==> src/rtl/crypt_pkg.sv <==
// Shared types and constants for the crypter output packer.
// Holds the packer FSM encoding and the per-block bit budget.
package crypt_pkg;

  localparam int BLK_W    = 32;
  localparam int BYTE_W   = 8;
  localparam int MIN_NLEN = 2;

  typedef enum logic [2:0] {
    IDLE,
    SHIFT,
    SEND,
    WAIT_BUSY,
    WAIT_IDLE,
    FLUSH_CHK
  } state_e;

  // Decrypt blocks carry n_len-1 payload bits; out-of-range keys are clamped.
  function automatic logic [5:0] bits_per_block(
    input logic       mode,
    input logic [5:0] n_len
  );
    if (mode)
      return 6'(BLK_W);
    if (n_len < 6'(MIN_NLEN))
      return '0;
    if (n_len > 6'(BLK_W + 1))
      return 6'(BLK_W);
    return n_len - 6'd1;
  endfunction

endpackage

==> src/rtl/crypter_out_packer_byte_assembler.sv <==
// Collects serial bits LSB first into one byte.
// Bits above the fill count are masked off on the byte output.
module byte_assembler
  import crypt_pkg::*;
(
  input  logic              clk,
  input  logic              rst,
  input  logic              bit_in,
  input  logic              shift_en,
  input  logic              clear,
  output logic              full,
  output logic [BYTE_W-1:0] byte_out,
  output logic [3:0]        cnt
);

  logic [BYTE_W-1:0] acc_q, acc_d;
  logic [3:0]        acc_cnt_q, acc_cnt_d;

  always_comb begin
    acc_d     = acc_q;
    acc_cnt_d = acc_cnt_q;
    if (clear) begin
      acc_d     = '0;
      acc_cnt_d = '0;
    end else if (shift_en && acc_cnt_q < 4'(BYTE_W)) begin
      acc_d[acc_cnt_q[2:0]] = bit_in;
      acc_cnt_d             = acc_cnt_q + 4'd1;
    end
  end

  always_ff @(posedge clk or posedge rst) begin
    if (rst) begin
      acc_q     <= '0;
      acc_cnt_q <= '0;
    end else begin
      acc_q     <= acc_d;
      acc_cnt_q <= acc_cnt_d;
    end
  end

  // Asserted when the shift in progress completes the byte.
  assign full = (acc_cnt_q == 4'(BYTE_W - 1));
  assign cnt  = acc_cnt_q;

  always_comb begin
    byte_out = '0;
    for (int i = 0; i < BYTE_W; i++)
      byte_out[i] = acc_q[i] & (4'(i) < acc_cnt_q);
  end

endmodule

==> src/rtl/crypter_out_packer.sv <==
// Serialises FME result blocks into UART bytes, LSB first.
// Byte boundaries carry across blocks; eot flushes a padded partial byte.
module crypter_out_packer
  import crypt_pkg::*;
(
  input  logic              clk,
  input  logic              rst,
  input  logic              start,
  input  logic              mode,
  input  logic [5:0]        n_len,
  input  logic [BLK_W-1:0]  fme_result,
  input  logic              fme_done,
  input  logic              eot,
  output logic              busy,
  input  logic              ready_out,
  output logic              start_out,
  output logic [BYTE_W-1:0] data_out,
  output logic              eot_done
);

  state_e            state_q, state_d;
  logic [BLK_W-1:0]  blk_sr_q, blk_sr_d;
  logic [5:0]        bit_cnt_q, bit_cnt_d;
  logic              eot_pend_q, eot_pend_d;
  logic              flush_q, flush_d;
  logic              start_out_q, start_out_d;
  logic              eot_done_q, eot_done_d;
  logic [BYTE_W-1:0] data_out_q, data_out_d;

  logic              shift_en;
  logic              acc_clr;
  logic              acc_full;
  logic [BYTE_W-1:0] acc_byte;
  logic [3:0]        acc_cnt;

  logic [5:0]        blk_bits;
  logic              load;
  logic              acc_empty;
  logic              last_bit;
  logic              eot_seen;

  assign blk_bits  = bits_per_block(mode, n_len);
  assign load      = fme_done && (blk_bits != '0);
  assign acc_empty = (acc_cnt == '0);
  assign last_bit  = (bit_cnt_q == 6'd1);
  assign eot_seen  = eot_pend_q | eot;

  byte_assembler u_asm (
    .clk      (clk),
    .rst      (rst),
    .bit_in   (blk_sr_q[0]),
    .shift_en (shift_en),
    .clear    (acc_clr),
    .full     (acc_full),
    .byte_out (acc_byte),
    .cnt      (acc_cnt)
  );

  always_ff @(posedge clk or posedge rst) begin
    if (rst)
      state_q <= IDLE;
    else
      state_q <= state_d;
  end

  always_comb begin
    state_d = state_q;
    if (start) begin
      state_d = IDLE;
    end else begin
      unique case (state_q)
        IDLE: begin
          if (load)
            state_d = SHIFT;
          else if (eot && !acc_empty)
            state_d = SEND;
        end
        SHIFT: begin
          if (acc_full)
            state_d = SEND;
          else if (last_bit)
            state_d = eot_seen ? FLUSH_CHK : IDLE;
        end
        SEND: begin
          if (ready_out)
            state_d = WAIT_BUSY;
        end
        WAIT_BUSY: begin
          if (!ready_out)
            state_d = WAIT_IDLE;
        end
        WAIT_IDLE: begin
          if (ready_out)
            state_d = (bit_cnt_q != '0) ? SHIFT : IDLE;
        end
        FLUSH_CHK: begin
          state_d = acc_empty ? IDLE : SEND;
        end
        default: state_d = IDLE;
      endcase
    end
  end

  always_comb begin
    blk_sr_d    = blk_sr_q;
    bit_cnt_d   = bit_cnt_q;
    eot_pend_d  = eot_seen;
    flush_d     = flush_q;
    start_out_d = 1'b0;
    data_out_d  = data_out_q;
    eot_done_d  = 1'b0;
    shift_en    = 1'b0;
    acc_clr     = 1'b0;
    if (start) begin
      blk_sr_d   = '0;
      bit_cnt_d  = '0;
      eot_pend_d = 1'b0;
      flush_d    = 1'b0;
      data_out_d = '0;
      acc_clr    = 1'b1;
    end else begin
      unique case (state_q)
        IDLE: begin
          eot_pend_d = 1'b0;
          if (load) begin
            blk_sr_d   = fme_result;
            bit_cnt_d  = blk_bits;
            eot_pend_d = eot;
          end else if (eot) begin
            // A lone eot either flushes the partial byte or ends at once.
            if (acc_empty)
              eot_done_d = 1'b1;
            else
              flush_d = 1'b1;
          end
        end
        SHIFT: begin
          shift_en  = 1'b1;
          blk_sr_d  = blk_sr_q >> 1;
          bit_cnt_d = bit_cnt_q - 6'd1;
        end
        SEND: begin
          if (ready_out) begin
            start_out_d = 1'b1;
            data_out_d  = acc_byte;
            acc_clr     = 1'b1;
          end
        end
        WAIT_IDLE: begin
          if (ready_out && bit_cnt_q == '0 && (flush_q || eot_seen)) begin
            eot_done_d = 1'b1;
            flush_d    = 1'b0;
            eot_pend_d = 1'b0;
          end
        end
        FLUSH_CHK: begin
          if (acc_empty) begin
            eot_done_d = 1'b1;
            eot_pend_d = 1'b0;
          end else begin
            flush_d = 1'b1;
          end
        end
        default: ;
      endcase
    end
  end

  always_ff @(posedge clk or posedge rst) begin
    if (rst) begin
      blk_sr_q    <= '0;
      bit_cnt_q   <= '0;
      eot_pend_q  <= 1'b0;
      flush_q     <= 1'b0;
      start_out_q <= 1'b0;
      data_out_q  <= '0;
      eot_done_q  <= 1'b0;
    end else begin
      blk_sr_q    <= blk_sr_d;
      bit_cnt_q   <= bit_cnt_d;
      eot_pend_q  <= eot_pend_d;
      flush_q     <= flush_d;
      start_out_q <= start_out_d;
      data_out_q  <= data_out_d;
      eot_done_q  <= eot_done_d;
    end
  end

  assign busy      = (state_q != IDLE);
  assign start_out = start_out_q;
  assign data_out  = data_out_q;
  assign eot_done  = eot_done_q;

endmodule

==> config.mk <==
export PLATFORM = sky130hd
export DESIGN_NAME = crypter_out_packer
export DESIGN_NICKNAME = d
export VERILOG_FILES = /design/src/rtl/crypt_pkg.sv /design/src/rtl/crypter_out_packer_byte_assembler.sv /design/src/rtl/crypter_out_packer.sv
export SDC_FILE = /design/constraint.sdc
export NUM_CORES = 1
export LEC_CHECK = 0
export BUFFER_PORTS_ARGS = -buffer_cell sky130_fd_sc_hd__buf_4
export CAP_MARGIN = 15
export CORE_UTILIZATION = 64
export CTS_BUF_LIST = sky130_fd_sc_hd__clkbuf_4 sky130_fd_sc_hd__clkbuf_8
export DETAILED_ROUTE_END_ITERATION = 10
export PLACE_DENSITY = 0.92
export SYNTH_ARGS = -nofsm -noshare
export SYNTH_HDL_FRONTEND = slang
export SYNTH_SLANG_ARGS = --single-unit
export TNS_END_PERCENT = 50
==> constraint.sdc <==
create_clock -name clk -period 4.1 [get_ports clk]
set_clock_uncertainty 0.15 [all_clocks]
set_input_delay 0.41 -clock clk [delete_from_list [all_inputs] [get_ports clk]]
set_output_delay 0.41 -clock clk [all_outputs]
set_load 0.1 [all_outputs]
==> Yosys cells after proc, flatten, opt, wreduce, memory -nomap -nowiden <==
Index checks and enable logic that the tools add are counted.
{ "totals": {"ff_bits": 65, "input_bits": 45, "out_inout_bits": 11, "elab_cells": 137} }
{ "op_classes": {"add_sub_neg": 3, "magnitude_cmp": 13, "eq_ne": 16, "n_mux": 63, "n_bitwise": 9, "n_reduce_logical": 23} }
{ "op_table": {"columns": ["operator", "n"], "rows": [
  ["two-way mux 32 bit", 2],
  ["one-hot mux 32 bit (2 select lines)", 1],
  ["two-way mux 6 bit", 8],
  ["two-way mux 8 bit", 5],
  ["two-way mux 1 bit", 28],
  ["two-way mux 3 bit", 9],
  ["inequality test 3 bit (second input constant)", 7],
  ["one-hot mux 3 bit (6 select lines)", 1],
  ["less-than comparator 3 x 4 -> 1 bit (first input constant)", 4],
  ["one-hot mux 6 bit (2 select lines)", 1],
  ["nonzero test 6 bit", 2],
  ["subtractor 6 x 1 -> 6 bit (second input constant)", 2],
  ["one-hot mux 1 bit (3 select lines)", 3],
  ["AND 1 bit", 8],
  ["bitwise mux 8 bit", 1],
  ["less-than comparator 1 x 4 -> 1 bit (first input constant)", 2],
  ["less-than comparator 2 x 4 -> 1 bit (first input constant)", 2],
  ["two-way mux 4 bit", 2],
  ["inequality test 4 bit (second input constant)", 2],
  ["equality test 3 x 2 -> 1 bit (second input constant)", 2],
  ["equality test 3 bit (second input constant)", 2],
  ["equality test 6 x 1 -> 1 bit (second input constant)", 1],
  ["greater-than comparator 6 bit (second input constant)", 1],
  ["logical AND 1 bit", 6],
  ["other kinds (21)", 25]
]} }

==> Logic depth before layout (Yosys ltp) <==
Gate-level depths: netlist of run 1.
{ "depth": {"word_depth": 13, "mapped_depth": 11, "mapped_depth_nobuf": 8} }

==> Modules after synthesis <==
A second synthesis of run 1 with hierarchy kept.
{ "hier_totals": {"cells_unflattened": 436, "area_unflattened_um2": 3898.7} }
{ "by_module_without_submodules": {"columns": ["mod", "n_inst", "cells_each", "area_each_um2", "seq_area_each_um2"], "rows": [
  ["crypter_out_packer", 1, 360, 3175.5, 1326.3],
  ["byte_assembler", 1, 76, 723.2, 300.3]
]} }

==> Least setup slack after synthesis of run 1 <==
No wires, ideal clock.
{ "synth_timing": {"path_kind": "input -> register", "startpoint": "in n_len[0]", "endpoint": "reg bit_cnt_q[0]", "arrival_ps": 2079, "setup_slack_ps": 1746, "stages": 9, "n_path_buf": 1, "path_cell_list": "inv_1 ha_1 buf_2 or2_0 o21ai_0 a31oi_2 o21ba_2 nor3_2 mux2_2"} }
{ "synth_between": {"elab_chain_len": 11, "word_cells_on_any_way": 20} }
{ "synth_rtl": {"columns": ["item", "line", "text"], "rows": [
  ["start, declared", "crypter_out_packer.sv:10", "input logic [5:0] n_len,"],
  ["greater-than comparator 6 bit", "crypt_pkg.sv:27", "if (n_len > 6'(BLK_W + 1))"],
  ["two-way mux 1 bit (2 in series)", "crypt_pkg.sv:27", null],
  ["two-way mux 1 bit", "crypt_pkg.sv:25", "if (n_len < 6'(MIN_NLEN))"],
  ["two-way mux 6 bit", "crypt_pkg.sv:29", "return n_len - 6'd1;"],
  ["two-way mux 6 bit *", "crypt_pkg.sv:27", null],
  ["two-way mux 6 bit *", "crypt_pkg.sv:25", null],
  ["nonzero test 6 bit", "crypter_out_packer.sv:43", "assign load = fme_done && (blk_bits != '0);"],
  ["logical AND 1 bit", "crypter_out_packer.sv:43", null],
  ["inequality test 3 bit (no line)", null, null],
  ["AND reduction 2 bit (no line)", null, null],
  ["end signal, assigned", "crypter_out_packer.sv:180", "bit_cnt_q <= bit_cnt_d;"],
  ["end, declared", "crypter_out_packer.sv:23", "logic [5:0] bit_cnt_q, bit_cnt_d;"]
]} }
Mark *: on every way between the ends. The rest lies on a longest branch, timed or not. The select of a mux whose other input is x is not followed.
A chain may end at the register's enable or synchronous reset.

==> Worst setup path in the final report of run 1 <==
{ "layout_timing": {"startpoint": "in n_len[1]", "endpoint": "reg bit_cnt_q[1]"} }
Same word-level chain as after synthesis.

==> Flow_metrics.wiki, run 1 <==
{| class="wikitable"
! Metric !! Value
|-
| Outcome || complete, no violations
|-
| DRC marker count from the first detailed-route iteration || 364
|-
| Number of distinct library cells after synthesis || 57
|-
| Count of endpoints failing hold in the final timing report || 0
|-
| Post-synthesis xor/xnor area fraction || 1.20%
|-
| Setup TNS || 0 ns
|-
| Routed via count || 3,428
|-
| CTS tree || yes
|-
| Setup CP Type || input port to register
|-
| Number of diodes || 0
|-
| Number of warnings reported in the yosys synthesis log || 0
|-
| Number of buffers added on ports || 55
|-
| Total gr overflow || 0
|-
| Die height || 77.5 um
|-
| # Max-Cap Violations || 0
|-
| H-tree levels || 3
|-
| Syn Area/Cell || 8.59 sq um
|-
| Sequential-to-total area share from yosys stat || 44.6%
|-
| Core Util, Final || 76.4%
|-
| Via count of the first global-routing pass || 3,185
|-
| Pwr Density || 619 nW/um^2
|-
| Share of the clock period used by the worst path || 65.4%
|-
| Final wirelength || 8790 um
|-
| Fraction of layout cells with a size suffix above 1 || 17.9%
|-
| Count of filler cells inserted in the layout || 381
|-
| F_max || 0.373 GHz
|-
| Period minus WS final || 2.68 ns
|-
| Clock Tree Buf Depth || 2
|-
| First-pass GRT wire length || 14,800 um
|-
| Root cell of the clock tree || sky130_fd_sc_hd__clkbuf_8
|-
| Number of buffers created by CTS || 9
|-
| Worst setup timing slack at the placement stage || 1.09 ns
|-
| Slew margin rel. || 33.0%
|-
| Largest fanout of any net on the critical path || 40
|-
| Synthesized instance count || 425
|-
| Final-stage net count || 511
|-
| RSZ-0062 raised after global routing || false
|-
| CP Capture Type || register
|-
| Arrival time at the worst endpoint || 2.76 ns
|-
| Initial Util || 66.3%
|-
| DRC violations left || 0
|-
| Placement Rows || 27
|-
| Number of flops mapped to enable cells by yosys || 0
|-
| Routability cong. || 0.924
|-
| Average wire per cell in the routed design || 16.4 um
|-
| Full die area || 6010 sq um
|-
| Post-CTS Setup Bufs || 0
|-
| Estimated wirelength of the detail-placed design || 5680 um
|-
| Antenna violations before repair || 0
|-
| Synth async-reset ratio || 100%
|-
| Worst-case setup margin in the final layout || 1.42 ns
|-
| Path type of the worst min-delay path || input port to async pin
|-
| Share of cell area taken by muxes after synthesis || 3.63%
|-
| Post-synthesis adder-cell area fraction || 2.67%
|-
| Aggregate global-route resource usage || 31.2%
|-
| Detailed-router iteration count before antenna repair || 5
|-
| Compound-gate portion of the synthesized area || 11.3%
|-
| Width of the die || 77.5 um
|-
| Number of pins exceeding their max-slew limit in the final report || 0
|-
| Routed vias/inst || 6.41
|-
| Prevailing post-synth register cell || sky130_fd_sc_hd__dfrtp_1
|-
| Area of the core || 5510 sq um
|-
| Critical path startpoint category || input port
|-
| Area occupied by registers || 1630 sq um
|-
| Placed instance count || 520
|-
| Hold slack final || 0.0705 ns
|-
| Area added between synthesis and finish || 15.2%
|-
| Combinational family with the most area after synthesis || simple AND/OR/NAND/NOR gates
|-
| Clk slew on worst S/H paths || 0.07 ns
|-
| Multi-input logic area || 1810 sq um
|-
| Synth Net Count || 477
|-
| Slew at the pin closest to its max-slew limit || 1.00 ns
|-
| Insertion delay of the later-clocked pin in the worst-skew pair || 0.34 ns
|-
| Req. time, crit path || 4.17 ns
|-
| Cell area after layout || 4210 sq um
|-
| Number of clock sinks seen by CTS || 65
|-
| Number of standard cells in the layout, taps in and fillers out || 535
|-
| Total power draw || 2.60 mW
|-
| FF+latch count, synth || 65
|-
| Post-Place Cell Area || 4010 sq um
|-
| Post-CTS Hold Buffers || 0
|-
| Count of final setup violators || 0
|-
| Count of antenna-violating nets left after detailed routing || 0
|-
| Simple-Gate Fraction of Synth Area || 30.7%
|-
| Gates resized, CTS repair || 0
|-
| Area of the mapped netlist || 3650 sq um
|-
| Maximum vdd ir drop || 475 uV
|-
| Top-level I/O count || 56
|-
| Leakage power figure || 1.90 nW
|-
| Largest net degree at the start of global routing || 56
|}
==> worst paths after layout <==
path	slack (ns)	cells past startpoint	to	from
min reg2reg	0.34	2	data_out[6]	data_out[6]
min	0.07	2	blk_sr_q[6]	rst
min in group clk	0.20	3	blk_sr_q[25]	fme_result[25]
max	1.42	9	bit_cnt_q[1]	n_len[1]
max in group asynchronous	2.85	3	blk_sr_q[20]	rst
max reg2reg	1.42	5	bit_cnt_q[1]	state_q[1]
==> area by class of cell <==
cell class,count,share of cell area (%)
Clock buffer,12,3.78
Timing Repair Buffer,58,10.4
Multi-Input combinational cell,314,43.1
Sequential cell,65,38.7
Tap cell,72,2.14
Clock inverter,3,0.952
Inverter,11,0.982
==> critical path: stages <==
cell and delay [ns]:
sky130_fd_sc_hd__buf_4 0.13, sky130_fd_sc_hd__inv_1 0.10, sky130_fd_sc_hd__ha_1 0.30, sky130_fd_sc_hd__nor3b_1 0.08, sky130_fd_sc_hd__a32o_1 0.27, sky130_fd_sc_hd__a31oi_2 0.24, sky130_fd_sc_hd__o21ba_2 0.76, sky130_fd_sc_hd__nor3_2 0.14
sky130_fd_sc_hd__mux2_2 0.32
==> synthesized netlist by cell type (6+ instances only) <==
library cell / number / area [sq um]
sky130_fd_sc_hd__inv_1: 11 / 41.3
sky130_fd_sc_hd__nand2_1: 21 / 78.8
sky130_fd_sc_hd__o21ai_0: 7 / 35.0
sky130_fd_sc_hd__a21oi_1: 17 / 85.1
sky130_fd_sc_hd__dfrtp_1: 65 / 1630
sky130_fd_sc_hd__nor3_1: 43 / 215
sky130_fd_sc_hd__nand2b_1: 6 / 37.5
sky130_fd_sc_hd__buf_2: 7 / 35.0
sky130_fd_sc_hd__nor4_1: 35 / 219
sky130_fd_sc_hd__o311ai_0: 6 / 52.6
sky130_fd_sc_hd__ha_1: 7 / 87.6
sky130_fd_sc_hd__nand3_1: 7 / 35.0
sky130_fd_sc_hd__nor2_1: 93 / 349
sky130_fd_sc_hd__clkbuf_1: 18 / 67.6
sky130_fd_sc_hd__or3_1: 6 / 37.5
sky130_fd_sc_hd__mux2i_1: 11 / 110
==> flip-flops by register name (all words and copies together) (netlist names) <==
| name | cells |
|---|---|
| start_out | 1 |
| eot_pend_q | 1 |
| eot_done | 1 |
| flush_q | 1 |
| u_asm.cnt | 4 |
| bit_cnt_q | 6 |
| state_q | 3 |
| blk_sr_q | 32 |
| data_out | 8 |
| u_asm.acc_q | 8 |
==> where the power goes <==
| part | total (mW) | internal (mW) | switching [mW] | leakage [nW] |
|---|---|---|---|---|
| clock network | 0.550 | 0.315 | 0.235 | 0.106 |
| logic | 1.04 | 0.374 | 0.671 | 0.921 |
| registers | 1.01 | 0.825 | 0.183 | 0.876 |
| total | 2.60 | 1.52 | 1.09 | 1.90 |
==> layer usage <==
layer	part of all wire, %	track usage, %
met3	7.5	7.29
met2	48	49.0
met5	0	0
met4	1.1	10.4
met1	43	42.6
==> cells by family (layout without fill, tap and decap cells) <==
logic type | after synthesis | count (layout)
AND/OR/NAND/NOR | 229 | 229
flip-flops | 65 | 65
AO/OA/AOI/OAI | 59 | 59
buffers and inverters | 46 | 84
multiplexers | 13 | 13
adder cells (fa/ha/maj) | 8 | 8
XOR/XNOR | 5 | 5
==> placed cells by master, fill, tap and decap left out, drive strengths merged, types with 2 or more instances in the layout <==
| master | n |
|---|---|
| a21oi | 17 |
| a22oi | 2 |
| a31oi | 2 |
| a32o | 2 |
| buf | 58 |
| clkbuf | 12 |
| clkinv | 2 |
| dfrtp | 65 |
| ha | 7 |
| inv | 11 |
| mux2 | 2 |
| mux2i | 11 |
| nand2 | 22 |
| nand2b | 6 |
| nand3 | 7 |
| nand4 | 3 |
| nor2 | 94 |
| nor2b | 2 |
| nor3 | 44 |
| nor3b | 4 |
| nor4 | 35 |
| o211ai | 2 |
| o21ai | 8 |
| o22ai | 3 |
| o311ai | 7 |
| o32ai | 3 |
| or3 | 6 |
| xnor2 | 3 |
| xor2 | 2 |
No activity file was read; power rests on OpenSTA's default activity.
==> run 2: changes to the inputs <==
- CORE_UTILIZATION: 64 -> 53
- PLACE_DENSITY: 0.92 -> 0.82
- clock period: 4.1 -> 2.3 ns (I/O delays scaled with it)
==> Flow_metrics.wiki, run 2 (synthesis gave the netlist of run 1 again) <==
{| class="wikitable"
! Metric !! Value
|-
| Max FFs per register || 32 (unchanged)
|-
| DRC violations left || 0 (unchanged)
|-
| Top-level I/O count || 56 (unchanged)
|-
| Pwr Density || 1100 nW/um^2 (+78%)
|-
| Average wire per cell in the routed design || 15.8 um (-4.0%)
|-
| # Max-Cap Violations || 0 (unchanged)
|-
| Aggregate global-route resource usage || 26.1% (-5.1 points)
|-
| Area of the core || 6490 sq um (+18%)
|-
| Final-stage net count || 534 (+4.5%)
|-
| Largest fanout of any net on the critical path || 4 (-90%)
|-
| Number of buffers added on ports || 55 (unchanged)
|-
| Routed via count || 3,395 (-0.96%)
|-
| DRC marker count from the first detailed-route iteration || 261 (-28%)
|-
| Count of final setup violators || 0 (unchanged)
|-
| Arrival time at the worst endpoint || 2.18 ns (-0.58 ns)
|-
| CTS tree || yes
|-
| RSZ-0062 raised after global routing || false
|-
| Detailed-router iteration count before antenna repair || 5 (unchanged)
|-
| Antenna violations before repair || 0 (unchanged)
|-
| CP Capture Type || register
|-
| Slew margin rel. || 59.4% (+26 points)
|-
| Hold slack final || 0.0127 ns (-0.0577 ns)
|-
| Full die area || 7230 sq um (+20%)
|-
| Worst setup timing slack at the placement stage || -0.121 ns (-1.21 ns)
|-
| Width of the die || 85 um (+9.6%)
|-
| Core Util, Final || 68.6% (-7.8 points)
|-
| Number of cells traversed by the worst register-to-register path || 8 (+3)
|-
| Area added between synthesis and finish || 22.0%
|-
| CP max stage delay || 0.39 ns (-0.37 ns)
|-
| Placement Rows || 29 (+7.4%)
|-
| Routed vias/inst || 6.02 (-6.1%)
|-
| Number of buffers created by CTS || 9 (unchanged)
|-
| Most frequent cells in the layout || sky130_fd_sc_hd__nor2_1 (93), sky130_fd_sc_hd__buf_4 (77), sky130_fd_sc_hd__dfrtp_1 (65)
|-
| Insertion delay of the later-clocked pin in the worst-skew pair || 0.34 ns (about the same)
|-
| Final wirelength || 8900 um (+1.2%)
|-
| Period minus WS final || 2.11 ns
|-
| Cell-by-cell listing of the critical path || inv_1 > ha_1 > nand2b_1 > nor2b_1 > o311ai_1 > a21oi_1 > a31oi_1 > nor4_1
|-
| Post-Place Cell Area || 4220 sq um (+5.2%)
|-
| Leakage power figure || 2.04 nW (+7.1%)
|-
| Outcome || complete, no violations
|-
| Share of the clock period used by the worst path || 92.0%
|-
| Fraction of layout cells with a size suffix above 1 || 22.0% (+4.0 points)
|-
| Worst-case setup margin in the final layout || 0.185 ns (-1.23 ns)
|-
| First-pass GRT wire length || 15,000 um (+0.75%)
|-
| Number of logic stages on the critical path including buffering || 8 (-1)
|-
| Maximum vdd ir drop || 550 uV (+16%)
|-
| H-tree levels || 3 (unchanged)
|-
| Largest net degree at the start of global routing || 55 (-1.8%)
|-
| Count of buffering cells on the critical path with inverters included || 1 (-1)
|-
| Count of endpoints failing hold in the final timing report || 0 (unchanged)
|-
| Via count of the first global-routing pass || 3,283 (+3.1%)
|-
| Dominant delay contributor by cell family on the critical path || simple AND/OR/NAND/NOR gates
|-
| Clock Tree Buf Depth || 2 (unchanged)
|-
| Root cell of the clock tree || sky130_fd_sc_hd__clkbuf_8
|-
| Cell area after layout || 4460 sq um (+5.9%)
|-
| Count of antenna-violating nets left after detailed routing || 0 (unchanged)
|-
| Slew at the pin closest to its max-slew limit || 0.599 ns (-0.405 ns)
|-
| Critical path startpoint category || register
|-
| Number of pins exceeding their max-slew limit in the final report || 0 (unchanged)
|-
| Total gr overflow || 0 (unchanged)
|-
| Commonest non-fill, non-tap cell in the layout || sky130_fd_sc_hd__nor2_1
|-
| Post-CTS Setup Bufs || 0 (unchanged)
|-
| Initial Util || 56.2% (-10 points)
|-
| Setup CP Type || register to register
|-
| Min-Delay Path Depth || 3
|-
| Number of diodes || 0 (unchanged)
|-
| Clk slew on worst S/H paths || 0.08 ns (about the same)
|-
| Estimated wirelength of the detail-placed design || 6050 um (+6.6%)
|-
| Largest reg by FF count || blk_sr_q
|-
| F_max || 0.473 GHz
|-
| Req. time, crit path || 2.36 ns (-1.81 ns)
|-
| Slowest cell on crit path || sky130_fd_sc_hd__dfrtp_1
|-
| Routability cong. || 0.879 (-4.8%)
|-
| Die height || 85 um (+9.6%)
|-
| Path type of the worst min-delay path || input port to register
|-
| Number of clock sinks seen by CTS || 65 (unchanged)
|}
-- run 2: changes by cell type in the layout (fill, tap and decap cells not counted), sizes merged --
cell / delta
buf: +22
bufinv: +1
clkbuf: -3
dlygate4sd3: +1
inv: +3
-- run 2: repair_timing --
action	4_1_cts	5_1_grt
resized for setup	0	2
setup endpoints to repair	0	2
hold endpoints to repair	20	0
hold buffers	1	0
-- run 2: layout make-up --
| class | count | area [sq um] |
|---|---|---|
| Clock buffer | 9 | 124 |
| Sequential cell | 65 | 1630 |
| Inverter | 11 | 41.3 |
| Clock inverter | 7 | 100 |
| Multi-Input combinational cell | 314 | 1820 |
| Fill cell | 511 | 2040 |
| Tap cell | 77 | 96.3 |
| Timing Repair Buffer | 81 | 648 |
-- run 2: worst reg2reg max path, delay by kind of cell (launching register included) --
kind | cells | cell delay (ns)
and+or+nand+nor | 3 | 0.63
DFF | 1 | 0.39
buffers and inverters | 1 | 0.12
AOI/OAI and AO/OA | 3 | 0.50
adders and majority gates | 1 | 0.19
-- run 2: per-layer routing --
| layer | GRT usage, % | wire length [um] | vias up |
|---|---|---|---|
| met3 | 4.96 | 430 | 18 |
| met1 | 33.9 | 3850 | 1619 |
| li1 | - | - | 1639 |
| met4 | 10.8 | 155 | 0 |
| met5 | 0 | 0 | - |
| met2 | 42.9 | 4470 | 119 |
-- run 2: final timing paths --
path                           startpoint            to  slack (ns)
setup / recovery             bit_cnt_q[1]      eot_done        0.19
hold / removal             fme_result[26]  blk_sr_q[26]        0.01
setup reg to reg             bit_cnt_q[1]      eot_done        0.19
hold reg to reg               data_out[6]   data_out[6]        0.32
max in group asynchronous             rst  bit_cnt_q[1]        1.10
min in group asynchronous             rst  blk_sr_q[11]        0.31
-- run 2: per-stage QoR --
step	power, mW	setup TNS [ns]	instances
CTS	4.91	0	564
global placement	3.71	0	547
floorplan	3.23	0	425
finish	4.92	0	564
detailed placement	3.79	-0.274	547
global route	5.25	0	564
-- run 2: report_power, final --
part | internal, mW | switching, mW
logic | 0.809 | 1.30
registers | 1.47 | 0.230
clock network | 0.622 | 0.493
